--- src/rtl/j17_arb_pkg.sv ---
// Shared types and default widths for the j17 RAM arbiter.
// Optional build macro J17_ARB_ROUND_ROBIN_EN selects alternating arbitration.
package j17_arb_pkg;

  localparam int unsigned ADDR_W_DEF = 10;
  localparam int unsigned DATA_W_DEF = 32;
  localparam int unsigned CNT_W      = 4;

  typedef enum logic [1:0] {
    ST_IDLE   = 2'd0,
    ST_ACCESS = 2'd1,
    ST_RESP   = 2'd2
  } state_e;

  typedef enum logic {
    REQ_IF = 1'b0,
    REQ_DM = 1'b1
  } req_id_e;

endpackage

--- src/rtl/j17_arb_pick.sv ---
// Combinational winner select for the j17 RAM arbiter.
// J17_ARB_ROUND_ROBIN_EN: alternate on contention; otherwise DM priority with IF starvation guard.
module j17_arb_pick
  import j17_arb_pkg::*;
#(
  parameter int unsigned STARVE_MAX = 4
) (
  input  logic             if_req,
  input  logic             dm_req,
`ifdef J17_ARB_ROUND_ROBIN_EN
  input  req_id_e          last_win,
`else
  input  logic [CNT_W-1:0] starve_cnt,
`endif
  output logic             any_req_c,
  output req_id_e          win_c
);

  always_comb begin
    any_req_c = if_req | dm_req;
    win_c     = REQ_IF;
`ifdef J17_ARB_ROUND_ROBIN_EN
    // DM takes it alone, or on contention when IF had the previous grant
    if (dm_req && (!if_req || (last_win == REQ_IF))) win_c = REQ_DM;
`else
    // IF is force-granted once it has lost STARVE_MAX times in a row
    if (dm_req && !(if_req && (starve_cnt == CNT_W'(STARVE_MAX)))) win_c = REQ_DM;
`endif
  end

endmodule

--- src/rtl/j17_ram_arbiter.sv ---
// Single-port RAM arbiter between instruction fetch (IF) and load/store (DM): one access at a time.
// Build macro J17_ARB_ROUND_ROBIN_EN replaces the starvation counter with round-robin selection.
module j17_ram_arbiter
  import j17_arb_pkg::*;
#(
  parameter int unsigned ADDR_W     = ADDR_W_DEF,
  parameter int unsigned DATA_W     = DATA_W_DEF,
  parameter int unsigned STARVE_MAX = 4
) (
  input  logic              clock,
  input  logic              reset,
  input  logic              if_req,
  input  logic [ADDR_W-1:0] if_addr,
  output logic              if_gnt,
  output logic              if_rvalid,
  output logic [DATA_W-1:0] if_rdata,
  input  logic              dm_req,
  input  logic              dm_we,
  input  logic [ADDR_W-1:0] dm_addr,
  input  logic [DATA_W-1:0] dm_wdata,
  output logic              dm_gnt,
  output logic              dm_rvalid,
  output logic [DATA_W-1:0] dm_rdata,
  output logic [ADDR_W-1:0] ram_addr,
  output logic              ram_write,
  output logic [DATA_W-1:0] ram_value,
  input  logic [DATA_W-1:0] ram_result
);

  state_e            state_q, state_d;
  req_id_e           owner_q, owner_d;
  logic              is_read_q, is_read_d;
  logic              gnt_q, gnt_d;
  logic              rvalid_q, rvalid_d;
  logic              ram_write_q, ram_write_d;
  logic [ADDR_W-1:0] addr_q, addr_d;
  logic [DATA_W-1:0] value_q, value_d;
  logic [DATA_W-1:0] if_rdata_q, if_rdata_d;
  logic [DATA_W-1:0] dm_rdata_q, dm_rdata_d;
  logic              any_req;
  req_id_e           win;

`ifdef J17_ARB_ROUND_ROBIN_EN
  j17_arb_pick #(.STARVE_MAX(STARVE_MAX)) u_pick (
    .if_req    (if_req),
    .dm_req    (dm_req),
    .last_win  (owner_q),
    .any_req_c (any_req),
    .win_c     (win)
  );
`else
  logic [CNT_W-1:0] cnt_q, cnt_d;

  j17_arb_pick #(.STARVE_MAX(STARVE_MAX)) u_pick (
    .if_req     (if_req),
    .dm_req     (dm_req),
    .starve_cnt (cnt_q),
    .any_req_c  (any_req),
    .win_c      (win)
  );
`endif

  // Next-state and next-output logic
  always_comb begin
    state_d     = state_q;
    owner_d     = owner_q;
    is_read_d   = is_read_q;
    gnt_d       = 1'b0;
    rvalid_d    = 1'b0;
    ram_write_d = 1'b0;
    addr_d      = addr_q;
    value_d     = value_q;
    if_rdata_d  = if_rdata_q;
    dm_rdata_d  = dm_rdata_q;
`ifndef J17_ARB_ROUND_ROBIN_EN
    cnt_d       = cnt_q;
`endif
    case (state_q)
      ST_IDLE: begin
`ifndef J17_ARB_ROUND_ROBIN_EN
        if (!if_req || (win == REQ_IF)) cnt_d = '0;
        else if (cnt_q != CNT_W'(STARVE_MAX)) cnt_d = cnt_q + CNT_W'(1);
`endif
        if (any_req) begin
          state_d = ST_ACCESS;
          owner_d = win;
          gnt_d   = 1'b1;
          if (win == REQ_DM) begin
            addr_d      = dm_addr;
            value_d     = dm_wdata;
            ram_write_d = dm_we;
            is_read_d   = !dm_we;
          end else begin
            addr_d    = if_addr;
            is_read_d = 1'b1;
          end
        end
      end
      ST_ACCESS: begin
        state_d  = is_read_q ? ST_RESP : ST_IDLE;
        rvalid_d = is_read_q;
      end
      ST_RESP: begin
        state_d = ST_IDLE;
        if (owner_q == REQ_IF) if_rdata_d = ram_result;
        else                   dm_rdata_d = ram_result;
      end
      default: state_d = ST_IDLE;
    endcase
  end

  always_ff @(posedge clock) begin
    if (reset) begin
      state_q     <= ST_IDLE;
      owner_q     <= REQ_IF;
      is_read_q   <= 1'b0;
      gnt_q       <= 1'b0;
      rvalid_q    <= 1'b0;
      ram_write_q <= 1'b0;
      addr_q      <= '0;
      value_q     <= '0;
      if_rdata_q  <= '0;
      dm_rdata_q  <= '0;
`ifndef J17_ARB_ROUND_ROBIN_EN
      cnt_q       <= '0;
`endif
    end else begin
      state_q     <= state_d;
      owner_q     <= owner_d;
      is_read_q   <= is_read_d;
      gnt_q       <= gnt_d;
      rvalid_q    <= rvalid_d;
      ram_write_q <= ram_write_d;
      addr_q      <= addr_d;
      value_q     <= value_d;
      if_rdata_q  <= if_rdata_d;
      dm_rdata_q  <= dm_rdata_d;
`ifndef J17_ARB_ROUND_ROBIN_EN
      cnt_q       <= cnt_d;
`endif
    end
  end

  // Reset in the same cycle suppresses pulses and the RAM write
  assign if_gnt    = gnt_q    && (owner_q == REQ_IF) && !reset;
  assign dm_gnt    = gnt_q    && (owner_q == REQ_DM) && !reset;
  assign if_rvalid = rvalid_q && (owner_q == REQ_IF) && !reset;
  assign dm_rvalid = rvalid_q && (owner_q == REQ_DM) && !reset;
  assign ram_write = ram_write_q && !reset;
  assign ram_addr  = addr_q;
  assign ram_value = value_q;

  // RAM data passes straight through while valid, then is held
  assign if_rdata = if_rvalid ? ram_result : if_rdata_q;
  assign dm_rdata = dm_rvalid ? ram_result : dm_rdata_q;

endmodule
--- config.mk ---
export PLATFORM = sky130hd
export DESIGN_NAME = j17_ram_arbiter
export DESIGN_NICKNAME = d
export VERILOG_FILES = /design/src/rtl/j17_arb_pkg.sv /design/src/rtl/j17_arb_pick.sv /design/src/rtl/j17_ram_arbiter.sv
export SDC_FILE = /design/constraint.sdc
export NUM_CORES = 1
export LEC_CHECK = 0
export BUFFER_PORTS_ARGS = -buffer_cell sky130_fd_sc_hd__buf_4
export CAP_MARGIN = 20
export CORE_MARGIN = 2
export CORE_UTILIZATION = 45
export CTS_CLUSTER_DIAMETER = 30
export DETAILED_ROUTE_END_ITERATION = 10
export PLACE_DENSITY = 0.74
export REMOVE_ABC_BUFFERS = 1
export SLEW_MARGIN = 10
export SYNTH_ARGS = -nofsm -noshare
export SYNTH_HDL_FRONTEND = slang
export SYNTH_SLANG_ARGS = --single-unit
--- constraint.sdc ---
create_clock -name clock -period 2.4 [get_ports clock]
set_input_delay 0 -clock clock [delete_from_list [all_inputs] [get_ports clock]]
set_output_delay 0 -clock clock [all_outputs]
set_load 0.005 [all_outputs]
==> qor.yml <==
routing:
  met1_length_um: 6879
  wl_met2_um: 8064
  vias: 5409
  drcViolationCount: 0
  dr.pass1.iters: 5
  drt-initial-drc-count: 403
  topRoutingLayerUsed: "met4"
  ant_nets: 0
  route.met3.wl_um: 1442
  wl_per_cell_um: 16.12
  finalWirelength_um: 16740
  via_per_inst: 5.211
worst_setup_path:
  cpPeakStageDelay_ns: 0.61
  crit_chain: "inv_1, ha_1, and4b_2, o21ai_0, a311oi_1, dlygate4sd3_1"
  cp_num_buf_inv: 2
  crit_type: "register to register"
  crit_required_ns: 2.69
  slowest_stage: "dlygate4sd3_1"
  cp.arrival_ns: 2.47
  crit_path_end_kind: "register"
  critPathTopFamily: "buffers and inverters"
  start_kind: "register"
  crit_fanout: 12
clock_tree:
  ctsRootBufferMaster: "clkbuf_16"
  cts-htree-levels: 4
  path_clk_slew_ns: 0.05
  insertion_delay_ns: 0.41
  cts_buffers: 17
  cts_tree: "yes"
  clk_path_buf_depth: 2
  cts_sinks: 117
synth:
  synth_ff_type: "dfxtp_1"
  ys_seq_elements: 117
  syn-cell-area_um2: 5418
  synthArstFlopShare_pct: 0
  yosysUniqueCellTypes: 33
  syn_area_per_cell_um2: 8.838
  yosys_warnings: 0
  syn_inst: 613
  synth_edf_count: 0
  synth-seq-area-share_pct: 43.23
die:
  design.core.area_um2: 11860
  die_w_um: 113.7
  io_pins: 200
  die_area_um2: 12930
  initial_core_util_pct: 45.68
  rows: 40
  die_h_um: 113.7
placed_design:
  pre_cts_slack_ns: 0.6015
  gp_congestion: 0.8365
  io_buffers: 199
  dp_hpwl_um: 9678
global_route:
  track_usage_pct: 25.58
  overflow: 0
  grt_pass1_wl_um: 26430
  grt_pass1_vias: 5404
  antenna_found_initial: 0
  grt_max_degree: 152
hold_path:
  hp-class: "input pin to register"
flow_run:
  max-cap-violations: 0
timing:
  rsz0062_at_grt: "false"
  setup_viol: 0
  finalHoldViolCount: 0
  max_freq_ghz: 0.4579
  post-route-period-util_pct: 91.00
  fin_skew_ns: 0.01187
  holdWs_ns: 0.2036
  worst_pin_slew_ns: 0.7639
  setup_ws_ns: 0.2160
  slew_viol_final: 0
  fin_crit_ns: 2.184
  max_slew_margin_pct: 49.07
power:
  ir_drop_mv: 0.4280
  total_power_mw: 5.176
  leakage_nw: 3.642
  cellPowerDensity_nw_per_um2: 614.1
layout:
  final_nets: 970
  area_delta_synth_final_pct: 55.59
  antennaDiodeCount: 0
  fillers: 836
  drive_gt1_share_pct: 34.68
status:
  status: "finished, final reports clean"
## kinds of logic (layout without fill, tap and decap cells)
| logic type | count (synthesis) | in the layout | synth area share [%] |
|---|---|---|---|
| and+or+nand+nor | 241 | 241 | 21.92 |
| DFF | 117 | 117 | 43.23 |
| AOI/OAI and AO/OA | 102 | 102 | 10.23 |
| muxes | 96 | 96 | 19.21 |
| buffers and inverters | 55 | 333 | 4.942 |
| adders and majority gates | 2 | 2 | 0.4618 |
## power by group
part,internal [mW],switching (mW)
clock,1.54,0.875
combinational,0.403,0.287
sequential,2.02,0.0517
## worst paths after layout
kind	from	slack, ns	to	depth (start not counted)
min reg2reg	dm_rdata_q[22]$_SDFFE_PP0P_	0.45	dm_rdata_q[22]$_SDFFE_PP0P_	2
max	cnt_q[0]$_SDFFE_PP0P_	0.22	ram_addr[7]$_SDFFE_PP0P_	6
min	reset	0.20	if_rdata_q[28]$_SDFFE_PP0P_	3
max reg2reg	cnt_q[0]$_SDFFE_PP0P_	0.22	ram_addr[7]$_SDFFE_PP0P_	6
## layout by cell type, fill, tap and decap left out, drive strengths merged, types with 21 or more instances in the layout
cell and n:
buf 210, nand2 133, dfxtp 117, dlygate4sd3 88, a21oi 78, mux2 64
nand2b 64, mux2i 32, clkbuf 21
## metrics by stage
step / cells / util (%) / TNS [ns] / area (µm²)
finish: 1038 / 71.07 / 0 / 8429
global route: 1038 / 71.07 / 0 / 8429
CTS: 1035 / 70.84 / 0 / 8403
detailed placement: 916 / 58.71 / 0 / 6964
global placement: 916 / 58.71 / 0 / 6964
floorplan: 562 / - / -3.935 / 5165
## Yosys cell counts, drive strengths merged, types with 6 or more instances
master / number / area share [%]
nand3: 11 / 1.0
dfxtp: 117 / 43
mux2: 64 / 13
a21oi: 78 / 7.2
mux2i: 32 / 5.9
o21ai: 11 / 1.0
nor3: 6 / 0.76
buf: 19 / 2.4
clkbuf: 32 / 2.2
a311oi: 11 / 1.8
nand2: 133 / 9.2
nand2b: 64 / 7.4
## worst min-delay path, cell delays in order
cell and delay, ns:
buf_4 0.15, buf_12 0.24, a21oi_1 0.17
## metal layers
| metal | up-vias | global-route usage (%) |
|---|---|---|
| met5 | - | 0 |
| met4 | 0 | 9.350 |
| met3 | 39 | 7.067 |
| met2 | 265 | 44.31 |
| met1 | 2484 | 30.40 |
| li1 | 2621 | - |
## layout make-up
class / instances / area, µm² / area share, %
Multi-Input combinational cell: 441 / 2823 / 33.49
Clock buffer: 21 / 450.4 / 5.344
Sequential cell: 117 / 2342 / 27.79
Inverter: 4 / 15.01 / 0.1781
Tap cell: 147 / 183.9 / 2.182
Timing Repair Buffer: 298 / 2507 / 29.75
Clock inverter: 10 / 107.6 / 1.277
## registers in the layout, indices dropped and copies added (netlist names)
signal,flops
rvalid_q,1
ram_value,32
if_rdata_q,32
state_q,2
ram_write_q,1
cnt_q,4
is_read_q,1
owner_q,1
ram_addr,10
gnt_q,1
dm_rdata_q,32
## repair_timing
item / 4_1_cts / 5_1_grt
setup endpoints to repair: 0 / 10
hold buffers: 88 / 0
endpoints found under the hold margin: 110 / 0
gates resized for setup: 0 / 2
setup buffers: 0 / 3
Power figures use the tool's default switching activity.
